<file path="src/rtl/bus_arb_pkg.sv">
// Shared constants and types for the two-master bus arbiter.
// Bus widths, FSM state encoding and the timeout counter width helper.
package bus_arb_pkg;

    localparam int unsigned BUS_ADDR_WIDTH  = 32;
    localparam int unsigned BUS_DATA_WIDTH  = 32;
    localparam int unsigned BUS_WMASK_WIDTH = 4;

    localparam int unsigned STATE_WIDTH = 2;

    localparam logic [STATE_WIDTH-1:0] IDLE = 2'd0;
    localparam logic [STATE_WIDTH-1:0] REQ  = 2'd1;
    localparam logic [STATE_WIDTH-1:0] RESP = 2'd2;

    typedef enum logic [STATE_WIDTH-1:0] {
        StIdle = IDLE,
        StReq  = REQ,
        StResp = RESP
    } arb_state_e;

    // A zero limit disables the timeout but the counter still needs one bit to exist.
    function automatic int unsigned cnt_width(input int unsigned limit);
        if (limit == 0) begin
            return 32'd1;
        end
        return int'($clog2(limit + 1));
    endfunction

endpackage

</file>
<file path="src/rtl/bus_arbiter_if.sv">
// Request/response channel used on both master ports and the downstream bus.
// The initiator drives the request fields; the target drives ready and the response.
interface bus_arbiter_if;
    import bus_arb_pkg::*;

    logic                       req_valid;
    logic                       req_ready;
    logic [BUS_ADDR_WIDTH-1:0]  req_addr;
    logic                       req_wen;
    logic [BUS_WMASK_WIDTH-1:0] req_wmask;
    logic [BUS_DATA_WIDTH-1:0]  req_data;
    logic                       resp_valid;
    logic [BUS_DATA_WIDTH-1:0]  resp_data;
    logic                       resp_err;

    modport master (
        output req_valid, req_addr, req_wen, req_wmask, req_data,
        input  req_ready, resp_valid, resp_data, resp_err
    );

    modport slave (
        input  req_valid, req_addr, req_wen, req_wmask, req_data,
        output req_ready, resp_valid, resp_data, resp_err
    );

endinterface

</file>
<file path="src/rtl/rr_arb2.sv">
// Combinational two-way round-robin picker.
// A lone requester always wins; on a tie the master not granted last wins.
module rr_arb2 (
    input  logic [1:0] req,
    input  logic       last_grant,
    output logic [1:0] grant
);

    always_comb begin
        grant = 2'b00;
        unique case (req)
            2'b01:   grant = 2'b01;
            2'b10:   grant = 2'b10;
            2'b11:   grant = last_grant ? 2'b01 : 2'b10;
            default: grant = 2'b00;
        endcase
    end

endmodule

</file>
<file path="src/rtl/bus_arbiter.sv">
// Two-master arbiter for the core-side memory bus with one transaction in flight,
// registered request forwarding, response routing and a downstream timeout.
module bus_arbiter
    import bus_arb_pkg::*;
#(
    parameter int unsigned TIMEOUT_CYCLES = 255
) (
    input logic           S_AXI_ACLK,
    input logic           S_AXI_ARESETN,
    bus_arbiter_if.slave  m0,
    bus_arbiter_if.slave  m1,
    bus_arbiter_if.master bus
);

    localparam int unsigned     CntW   = cnt_width(TIMEOUT_CYCLES);
    localparam logic [CntW-1:0] CntMax = CntW'(TIMEOUT_CYCLES);
    localparam bit              TimeoutEn = (TIMEOUT_CYCLES != 0);

    arb_state_e                      state_q, state_d;
    logic                            owner_q, owner_d;
    logic                            last_grant_q, last_grant_d;
    logic [CntW-1:0]                 cnt_q, cnt_d;
    logic [BUS_ADDR_WIDTH-1:0]       addr_q, addr_d;
    logic                            wen_q, wen_d;
    logic [BUS_WMASK_WIDTH-1:0]      wmask_q, wmask_d;
    logic [BUS_DATA_WIDTH-1:0]       data_q, data_d;
    logic [1:0]                      resp_valid_q, resp_valid_d;
    logic [1:0]                      resp_err_q, resp_err_d;
    logic [1:0][BUS_DATA_WIDTH-1:0]  resp_data_q, resp_data_d;

    logic [1:0] req_vec;
    logic [1:0] grant;
    logic       in_idle;

    assign req_vec = {m1.req_valid, m0.req_valid};
    assign in_idle = (state_q == StIdle);

    rr_arb2 u_rr_arb2 (
        .req        (req_vec),
        .last_grant (last_grant_q),
        .grant      (grant)
    );

    // Ready is combinational off the picker; gated by reset so it reads 0 while held in reset.
    assign m0.req_ready = S_AXI_ARESETN & in_idle & grant[0];
    assign m1.req_ready = S_AXI_ARESETN & in_idle & grant[1];

    always_comb begin
        state_d      = state_q;
        owner_d      = owner_q;
        last_grant_d = last_grant_q;
        cnt_d        = cnt_q;
        addr_d       = addr_q;
        wen_d        = wen_q;
        wmask_d      = wmask_q;
        data_d       = data_q;
        resp_valid_d = 2'b00;
        resp_err_d   = 2'b00;
        resp_data_d  = '0;

        unique case (state_q)
            StIdle: begin
                if (grant[1]) begin
                    owner_d = 1'b1;
                    addr_d  = m1.req_addr;
                    wen_d   = m1.req_wen;
                    wmask_d = m1.req_wmask;
                    data_d  = m1.req_data;
                    state_d = StReq;
                end else if (grant[0]) begin
                    owner_d = 1'b0;
                    addr_d  = m0.req_addr;
                    wen_d   = m0.req_wen;
                    wmask_d = m0.req_wmask;
                    data_d  = m0.req_data;
                    state_d = StReq;
                end
            end
            StReq: begin
                if (bus.req_ready) begin
                    cnt_d   = '0;
                    state_d = StResp;
                end
            end
            StResp: begin
                // A real response beats a timeout landing in the same cycle.
                if (bus.resp_valid) begin
                    resp_valid_d[owner_q] = 1'b1;
                    resp_data_d[owner_q]  = bus.resp_data;
                    last_grant_d          = owner_q;
                    state_d               = StIdle;
                end else begin
                    if (cnt_q != CntMax) begin
                        cnt_d = cnt_q + 1'b1;
                    end
                    if (TimeoutEn && (cnt_q == CntMax)) begin
                        resp_valid_d[owner_q] = 1'b1;
                        resp_err_d[owner_q]   = 1'b1;
                        last_grant_d          = owner_q;
                        state_d               = StIdle;
                    end
                end
            end
            default: state_d = StIdle;
        endcase
    end

    always_ff @(posedge S_AXI_ACLK or negedge S_AXI_ARESETN) begin
        if (!S_AXI_ARESETN) begin
            state_q      <= StIdle;
            owner_q      <= 1'b0;
            last_grant_q <= 1'b1;
            cnt_q        <= '0;
            addr_q       <= '0;
            wen_q        <= 1'b0;
            wmask_q      <= '0;
            data_q       <= '0;
            resp_valid_q <= 2'b00;
            resp_err_q   <= 2'b00;
            resp_data_q  <= '0;
        end else begin
            state_q      <= state_d;
            owner_q      <= owner_d;
            last_grant_q <= last_grant_d;
            cnt_q        <= cnt_d;
            addr_q       <= addr_d;
            wen_q        <= wen_d;
            wmask_q      <= wmask_d;
            data_q       <= data_d;
            resp_valid_q <= resp_valid_d;
            resp_err_q   <= resp_err_d;
            resp_data_q  <= resp_data_d;
        end
    end

    assign bus.req_valid = (state_q == StReq);
    assign bus.req_addr  = addr_q;
    assign bus.req_wen   = wen_q;
    assign bus.req_wmask = wmask_q;
    assign bus.req_data  = data_q;

    assign m0.resp_valid = resp_valid_q[0];
    assign m0.resp_err   = resp_err_q[0];
    assign m0.resp_data  = resp_data_q[0];
    assign m1.resp_valid = resp_valid_q[1];
    assign m1.resp_err   = resp_err_q[1];
    assign m1.resp_data  = resp_data_q[1];

endmodule

</file>
<file path="src/flat_wrapper.sv">
// flat-port wrapper written by rule: the top's interface ports become plain ports
module bus_arbiter_flat import bus_arb_pkg::*;
#(
    parameter int unsigned TIMEOUT_CYCLES = 255
)
  (S_AXI_ACLK, S_AXI_ARESETN, m0_req_valid, m0_req_addr, m0_req_wen, m0_req_wmask, m0_req_data, m0_req_ready, m0_resp_valid, m0_resp_data, m0_resp_err, m1_req_valid, m1_req_addr, m1_req_wen, m1_req_wmask, m1_req_data, m1_req_ready, m1_resp_valid, m1_resp_data, m1_resp_err, bus_req_valid, bus_req_addr, bus_req_wen, bus_req_wmask, bus_req_data, bus_req_ready, bus_resp_valid, bus_resp_data, bus_resp_err);
  bus_arbiter_if m0_i ();
  bus_arbiter_if m1_i ();
  bus_arbiter_if bus_i ();
  input logic S_AXI_ACLK;
  input logic S_AXI_ARESETN;
  input wire logic [$bits(m0_i.req_valid)-1:0] m0_req_valid;
  input wire logic [$bits(m0_i.req_addr)-1:0] m0_req_addr;
  input wire logic [$bits(m0_i.req_wen)-1:0] m0_req_wen;
  input wire logic [$bits(m0_i.req_wmask)-1:0] m0_req_wmask;
  input wire logic [$bits(m0_i.req_data)-1:0] m0_req_data;
  output wire logic [$bits(m0_i.req_ready)-1:0] m0_req_ready;
  output wire logic [$bits(m0_i.resp_valid)-1:0] m0_resp_valid;
  output wire logic [$bits(m0_i.resp_data)-1:0] m0_resp_data;
  output wire logic [$bits(m0_i.resp_err)-1:0] m0_resp_err;
  input wire logic [$bits(m1_i.req_valid)-1:0] m1_req_valid;
  input wire logic [$bits(m1_i.req_addr)-1:0] m1_req_addr;
  input wire logic [$bits(m1_i.req_wen)-1:0] m1_req_wen;
  input wire logic [$bits(m1_i.req_wmask)-1:0] m1_req_wmask;
  input wire logic [$bits(m1_i.req_data)-1:0] m1_req_data;
  output wire logic [$bits(m1_i.req_ready)-1:0] m1_req_ready;
  output wire logic [$bits(m1_i.resp_valid)-1:0] m1_resp_valid;
  output wire logic [$bits(m1_i.resp_data)-1:0] m1_resp_data;
  output wire logic [$bits(m1_i.resp_err)-1:0] m1_resp_err;
  output wire logic [$bits(bus_i.req_valid)-1:0] bus_req_valid;
  output wire logic [$bits(bus_i.req_addr)-1:0] bus_req_addr;
  output wire logic [$bits(bus_i.req_wen)-1:0] bus_req_wen;
  output wire logic [$bits(bus_i.req_wmask)-1:0] bus_req_wmask;
  output wire logic [$bits(bus_i.req_data)-1:0] bus_req_data;
  input wire logic [$bits(bus_i.req_ready)-1:0] bus_req_ready;
  input wire logic [$bits(bus_i.resp_valid)-1:0] bus_resp_valid;
  input wire logic [$bits(bus_i.resp_data)-1:0] bus_resp_data;
  input wire logic [$bits(bus_i.resp_err)-1:0] bus_resp_err;
  assign m0_i.req_valid = m0_req_valid;
  assign m0_i.req_addr = m0_req_addr;
  assign m0_i.req_wen = m0_req_wen;
  assign m0_i.req_wmask = m0_req_wmask;
  assign m0_i.req_data = m0_req_data;
  assign m0_req_ready = m0_i.req_ready;
  assign m0_resp_valid = m0_i.resp_valid;
  assign m0_resp_data = m0_i.resp_data;
  assign m0_resp_err = m0_i.resp_err;
  assign m1_i.req_valid = m1_req_valid;
  assign m1_i.req_addr = m1_req_addr;
  assign m1_i.req_wen = m1_req_wen;
  assign m1_i.req_wmask = m1_req_wmask;
  assign m1_i.req_data = m1_req_data;
  assign m1_req_ready = m1_i.req_ready;
  assign m1_resp_valid = m1_i.resp_valid;
  assign m1_resp_data = m1_i.resp_data;
  assign m1_resp_err = m1_i.resp_err;
  assign bus_req_valid = bus_i.req_valid;
  assign bus_req_addr = bus_i.req_addr;
  assign bus_req_wen = bus_i.req_wen;
  assign bus_req_wmask = bus_i.req_wmask;
  assign bus_req_data = bus_i.req_data;
  assign bus_i.req_ready = bus_req_ready;
  assign bus_i.resp_valid = bus_resp_valid;
  assign bus_i.resp_data = bus_resp_data;
  assign bus_i.resp_err = bus_resp_err;
  bus_arbiter #(.TIMEOUT_CYCLES(TIMEOUT_CYCLES)) u_core (.S_AXI_ACLK(S_AXI_ACLK), .S_AXI_ARESETN(S_AXI_ARESETN), .m0(m0_i), .m1(m1_i), .bus(bus_i));
endmodule
</file>
<file path="config.mk">
export PLATFORM = sky130hd
export DESIGN_NAME = bus_arbiter_flat
export DESIGN_NICKNAME = d
export VERILOG_FILES = /design/src/rtl/bus_arb_pkg.sv /design/src/rtl/bus_arbiter_if.sv /design/src/rtl/rr_arb2.sv /design/src/rtl/bus_arbiter.sv /design/src/flat_wrapper.sv
export SDC_FILE = /design/constraint.sdc
export NUM_CORES = 1
export LEC_CHECK = 0
export ABC_AREA = 0
export BUFFER_PORTS_ARGS = -buffer_cell sky130_fd_sc_hd__buf_4
export CORE_MARGIN = 10
export CORE_UTILIZATION = 48
export CTS_CLUSTER_DIAMETER = 40
export CTS_CLUSTER_SIZE = 16
export DETAILED_ROUTE_END_ITERATION = 16
export MAX_ROUTING_LAYER = met4
export PLACE_DENSITY = 0.89
export SYNTH_ARGS = -nofsm -noshare
export SYNTH_HDL_FRONTEND = slang
export SYNTH_SLANG_ARGS = --single-unit
</file>
<file path="constraint.sdc">
create_clock -name S_AXI_ACLK -period 5.15 [get_ports S_AXI_ACLK]
set_input_delay 0.515 -clock S_AXI_ACLK [delete_from_list [all_inputs] [get_ports S_AXI_ACLK]]
set_output_delay 0.515 -clock S_AXI_ACLK [all_outputs]
set_load 0.02 [all_outputs]
</file>
==> flow_metrics.tcl, run 1 <==
set metrics [dict create \
    gp_congestion 0.8629 \
    yosysSeqAreaShare_pct 63.53 \
    clock_latency_ns 0.42 \
    vias_per_cell 5.305 \
    arrival_ns 2.50 \
    cts-root-buf "clkbuf_16" \
    met1_usage_pct 24.03 \
    synth_largest_area_cell "dfrtp_1" \
    synth_compound_area_share_pct 15.15 \
    synth_edf_count 0 \
    final_net_count 935 \
    die_area_sq_um 17050 \
    async_reset_ff_share_pct 100.0 \
    grt_pass1_wl_um 29720 \
    start_util_pct 48.87 \
    synth_nets 628 \
    synth_area_sq_um 5871 \
    synthTopCellsByCount "dfrtp_1, o221a_2, or2_2" \
    min_period_ns 3.014 \
    endpoint_kind "output pin" \
    antenna_found_initial 0 \
    peakVddDrop_mv 0.3204 \
    synthTopCellsByArea "dfrtp_1, o221a_2, or2_2" \
    synth_mux_area_share_pct 0.3623 \
    max_slew_margin_pct 36.79 \
    p_leak_nw 4.471 \
    synth_fa_ha_area_share_pct 0.2131 \
    htreeDepth 4 \
    cts_resized 0 \
    yosysTopAreaCellShare_pct 63.09 \
    flow.area_growth_from_synthesis_pct 51.77 \
    grtUsageMet3_pct 6.608 \
    synth_top_family_by_area "simple AND/OR/NAND/NOR gates" \
    power_w 0.005036 \
    clock_skew_ns 0.008663 \
    die_width_um 130.6 \
    firstDrtPassIters 5 \
    io_buffers 315 \
    num_antenna_cells 0 \
    cts_buffer_depth 2 \
    grt_pass1_vias 5277 \
    startpoint_type "register" \
    routedWlPerCell_um 22.14 \
    grt_util_all_layers_pct 23.70 \
    status "finished clean" \
    cts.sinks 149 \
    cts_made_buffers 17 \
    cp_max_fo 49 \
    clk_pin_slew_ns 0.06 \
    grt_setup_unrepaired "false" \
    synth_warnings 0 \
    synthXorXnorAreaFrac_pct 0 \
    finalWirelength_um 20300 \
    overflow 0 \
    synthFlopType "dfrtp_1" \
    ant_nets 0 \
    min_path_type "in2async" \
    netlist_instances 450 \
    setup_ws_ns 2.136 \
    crit_chain "o21ai_0 > or3_2 > buf_4 > nor2_1 > buf_4" \
    grt_max_degree 79 \
    fmax_ghz 0.3318 \
    hold_viol 0 \
    critical_path.max_stage_delay_ns 0.69 \
    critPathMostFrequentCell "buf_4" \
    dpl_worst_slack_ns 2.372 \
    path_class "reg2out" \
    hold_buffers 0 \
    period_share_pct 58.53 \
    ys_types 37 \
    num_io_pins 317 \
    cts_tree "yes" \
    path_buf_inv 2 \
    grtUsageMet2_pct 40.59 \
    dr_total_vias 4865 \
    slew_violations 0 \
    cp_slowest_cell "or3_2" \
    ys_ff_latch 149 \
    coreArea_sq_um 12010 \
    num_rows 40 \
    fp.dieH_um 130.6 \
    setup_viol 0 \
    power_density_nw_per_um2 565.2 \
    crit_family "simple AND/OR/NAND/NOR gates" \
    cts_setup_buffers 0 \
    worstMarginPinSlew_ns 0.9482 \
    busiest_layer "met2" \
    drc_errors 0 \
    drt_iter0_drc 461 \
    post-dp-hpwl_um 15270 \
    cap_violations 0 \
    synthSimpleGateAreaFrac_pct 18.20 \
    drive_gt1_share_pct 64.29 \
    required_ns 4.64 \
    fillers 802 \
    avgSynthCellArea_sq_um 13.05 \
    yosysMostFrequentCell "dfrtp_1" \
    fin_setup_tns_ns 0 \
]
stage by stage:
step / hold slack (ns) / utilization [%] / cell area (sq um) / cells
floorplan: 0.2194 / - / 5871 / 450
global placement: 0.4862 / 69.39 / 8334 / 885
detailed placement: 0.5071 / 69.39 / 8334 / 885
CTS: 0.1261 / 74.18 / 8910 / 917
global route: 0.1418 / 74.18 / 8910 / 917
finish: 0.1059 / 74.18 / 8910 / 917
per-layer routing:
layer,wire length (um),vias to the layer above
met5,0,-
met4,868,0
met3,1479,55
met2,10840,222
met1,7109,2364
li1,-,2224
final cells by class:
cell class	count	area, sq um	area share [%]
multi-input cells	264	1999	22.44
clock buffers	21	450.4	5.055
well taps	147	183.9	2.064
flip-flops and latches	149	3730	41.86
clock inverters	11	125.1	1.404
inverters	6	22.52	0.2528
repair buffers	319	2399	26.92
registers in the layout (all words and copies together) (netlist names):
register	cells
u_core.m1.resp_data	32
u_core.m0.resp_data	32
u_core.resp_valid_q	2
u_core.bus.req_addr	32
u_core.resp_err_q	2
u_core.bus.req_wmask	4
u_core.bus.req_data	32
u_core.state_q	2
u_core.owner_q	1
u_core.cnt_q	8
u_core.last_grant_q	1
u_core.bus.req_wen	1
cells in the final DEF, fill, tap and decap left out, types with 2 or more instances in the layout:
cell	n
buf_4	318
dfrtp_1	148
or2_2	69
o221a_2	69
and2_1	64
clkbuf_16	17
nand2_1	8
nor3_1	7
inv_1	6
nand3_1	6
nor2_1	4
and3_1	3
o21ai_0	3
nor3b_1	3
clkbuf_1	3
inv_6	3
clkinv_2	3
nand4_1	2
a31oi_1	2
a211o_1	2
a21oi_1	2
clkinvlp_4	2
bufinv_16	2
power by group:
group          switching (W)  total [W]  internal [W]
Clock               0.000475    0.00120      0.000728
Combinational        0.00106    0.00212       0.00106
Sequential          0.000207    0.00172       0.00151
cell families (layout without fill, tap and decap cells):
logic type / count (synthesis) / count (layout)
AOI/OAI and AO/OA: 85 / 85
adders and majority gates: 1 / 1
buffers and inverters: 37 / 357
DFF: 149 / 149
muxes: 2 / 2
and+or+nand+nor: 176 / 176
worst reg2reg max path, delay by kind of cell, from the launching register on:
family	cells	cell delay, ns
simple gates	1	0.69
flops	1	0.52
compound gates	2	0.48
buf+inv	1	0.41
final timing paths:
kind,slack (ns),endpoint,startpoint,cells after the start
setup / recovery,2.14,m0_req_ready,u_core.last_grant_q,5
max in group asynchronous,3.62,u_core.bus.req_addr[14],S_AXI_ARESETN,2
hold reg to reg,0.51,u_core.cnt_q[0],u_core.cnt_q[0],1
setup reg to reg,2.93,u_core.bus.req_data[25],u_core.last_grant_q,4
hold / removal,0.11,u_core.m0.resp_data[7],S_AXI_ARESETN,1
min in group S_AXI_ACLK,0.31,u_core.m0.resp_data[5],bus_resp_data[5],2
(Power assumes the default switching activity.)
==> run 2: changes to the inputs <==
--- a/config.mk
+++ b/config.mk
@@ -8,12 +8,12 @@
 export ABC_AREA = 0
 export BUFFER_PORTS_ARGS = -buffer_cell sky130_fd_sc_hd__buf_4
 export CORE_MARGIN = 10
-export CORE_UTILIZATION = 48
+export CORE_UTILIZATION = 45
 export CTS_CLUSTER_DIAMETER = 40
 export CTS_CLUSTER_SIZE = 16
 export DETAILED_ROUTE_END_ITERATION = 16
 export MAX_ROUTING_LAYER = met4
-export PLACE_DENSITY = 0.89
+export PLACE_DENSITY = 0.84
 export SYNTH_ARGS = -nofsm -noshare
 export SYNTH_HDL_FRONTEND = slang
 export SYNTH_SLANG_ARGS = --single-unit
==> constraint.sdc (replaced) <==
create_clock -name S_AXI_ACLK -period 3 [get_ports S_AXI_ACLK]
set_input_delay 0.3 -clock S_AXI_ACLK [delete_from_list [all_inputs] [get_ports S_AXI_ACLK]]
set_output_delay 0.3 -clock S_AXI_ACLK [all_outputs]
set_load 0.02 [all_outputs]
==> run 2 against run 1 <==
Final area increased by 1.4%. Sequential share of layout area fell by 0.60 points. Combinational power is 72% higher. Clock skew barely moved. Worst hold slack got worse by 0.013 ns.
==> flow_metrics.tcl, run 2 (synthesis results as in run 1) <==
set metrics [dict create \
    startpoint "u_core.last_grant_q" \
    fin_setup_tns_ns 0 \
    max_slew_margin_pct 59.94 \
    peakVddDrop_mv 0.7136 \
    min_path_type "in2reg" \
    grt_pass1_vias 5378 \
    clock_skew_ns 0.008847 \
    worstMarginPinSlew_ns 0.5988 \
    cts-root-buf "clkbuf_16" \
    cts_made_buffers 17 \
    path_class "reg2out" \
    finalWirelength_um 20830 \
    vias_per_cell 5.247 \
    crit_family "simple AND/OR/NAND/NOR gates" \
    endpoint_kind "output pin" \
    num_rows 41 \
    gp_congestion 0.9264 \
    multi_input_area_sq_um 1999 \
    fmax_ghz 0.4111 \
    post-dp-hpwl_um 15490 \
    flow.area_growth_from_synthesis_pct 53.96 \
    grt_max_degree 90 \
    grt_pass1_wl_um 31020 \
    startpoint_type "register" \
    drt_iter0_drc 402 \
    rr_worst_depth 4 \
    clock_latency_ns 0.42 \
    min_period_ns 2.432 \
    cts_buffer_depth 2 \
    ant_nets 0 \
    cts.sinks 149 \
    crit_chain "o21ai_0 > or3_2 > nor2_1 > buf_4" \
    coreArea_sq_um 12720 \
    io_buffers 315 \
    setup_viol 0 \
    slew_violations 0 \
    start_util_pct 46.14 \
    r2r-end "u_core.bus.req_data[26]" \
    num_io_pins 317 \
    final_cell_mix "buf_4, dfrtp_1, or2_2, o221a_2, and2_1" \
    cap_violations 0 \
    regArea_sq_um 3730 \
    p_leak_nw 4.527 \
    worstHoldPathCells 2 \
    firstDrtPassIters 5 \
    cts_tree "yes" \
    antenna_found_initial 0 \
    final_common_cell "buf_4" \
    num_antenna_cells 0 \
    clk_pin_slew_ns 0.06 \
    die_width_um 134.2 \
    overflow 0 \
    critical_path.max_stage_delay_ns 0.72 \
    hold_start "bus_resp_data[16]" \
    required_ns 2.70 \
    die_area_sq_um 18020 \
    period_share_pct 81.08 \
    grt_setup_unrepaired "false" \
    min_delay_worst_endpoint "u_core.m1.resp_data[16]" \
    drc_errors 0 \
    grt_util_all_layers_pct 22.90 \
    cp_slowest_cell "or3_2" \
    cp_max_fo 28 \
    fp.dieH_um 134.2 \
    hold_viol 0 \
    postLayoutCoreUtil_pct 71.05 \
    fillers 915 \
    r2r_slack_ns 0.77 \
    path_buf_inv 1 \
    drive_gt1_share_pct 64.64 \
    arrival_ns 2.13 \
    power_density_nw_per_um2 980.2 \
    worstReg2RegStart "u_core.last_grant_q" \
    final_net_count 938 \
    status "finished clean" \
    htreeDepth 4 \
    dr_total_vias 4953 \
    routedWlPerCell_um 22.07 \
]
## run 2: changes by cell type in the layout (fill, tap and decap cells not counted), sizes merged
| cell | change |
|---|---|
| inv | +1 |
| buf | +2 |
| clkinvlp | -2 |
| clkinv | +1 |
| bufinv | +2 |
| clkbuf | -3 |
| dlygate4sd3 | +1 |
## run 2: timing repair
item | 4_1_cts | 5_1_grt
hold endpoints to repair | 59 | 0
buffers inserted | 0 | 0
hold buffers | 1 | 0
gates resized for setup | 0 | 0
## run 2: power by group
group          leakage (nW)  switching, W  internal, W
Sequential             1.87      0.000354      0.00259
Combinational          2.35       0.00181      0.00183
Clock                 0.315      0.000850      0.00143
Total                  4.53       0.00301      0.00585
## run 2: through the flow
step / hold WS [ns] / power [W] / setup WS (ns) / std cells / area [sq um]
finish: 0.09322 / 0.008860 / 0.5677 / 944 / 9039
global placement: 0.3060 / 0.006476 / 0.8465 / 912 / 8393
floorplan: 0.004409 / 0.005070 / 1.051 / 450 / 5871
global route: 0.07769 / 0.009282 / 0.4704 / 944 / 9039
detailed placement: 0.3189 / 0.006607 / 0.7898 / 912 / 8393
CTS: 0.07849 / 0.008924 / 0.5500 / 944 / 9039
## run 2: routing by layer
layer	global-route usage (%)	wire length [um]	vias to the layer above
li1	-	-	2225
met5	-	0	-
met1	24.01	7677	2450
met2	39.73	11190	231
met4	10.22	651	0
met3	6.012	1312	47
## run 2: final cells by class
class | count | area share [%]
repair buffers | 322 | 26.95
flip-flops and latches | 149 | 41.27
clock inverters | 13 | 2.173
clock buffers | 18 | 4.859
inverters | 6 | 0.2492
well taps | 172 | 2.381
multi-input cells | 264 | 22.12
## run 2: worst reg2reg max path: cells and delay by family, from the launching register on
family | cells | cell delay (ns)
buffers and inverters | 1 | 0.41
DFF | 1 | 0.53
AOI/OAI and AO/OA | 2 | 0.45
and+or+nand+nor | 1 | 0.72
## run 2: worst max path at each step
stage                         endpoint  slack (ns)  depth (start not counted)
2_1_floorplan             m0_req_ready        1.05                          5
4_1_cts                   m0_req_ready        0.55                          4
5_1_grt                   m0_req_ready        0.47                          4
6_report                  m0_req_ready        0.57                          4
3_5_place_dp    u_core.bus.req_addr[6]        0.79                          4
3_3_place_gp   u_core.bus.req_addr[16]        0.85                          4
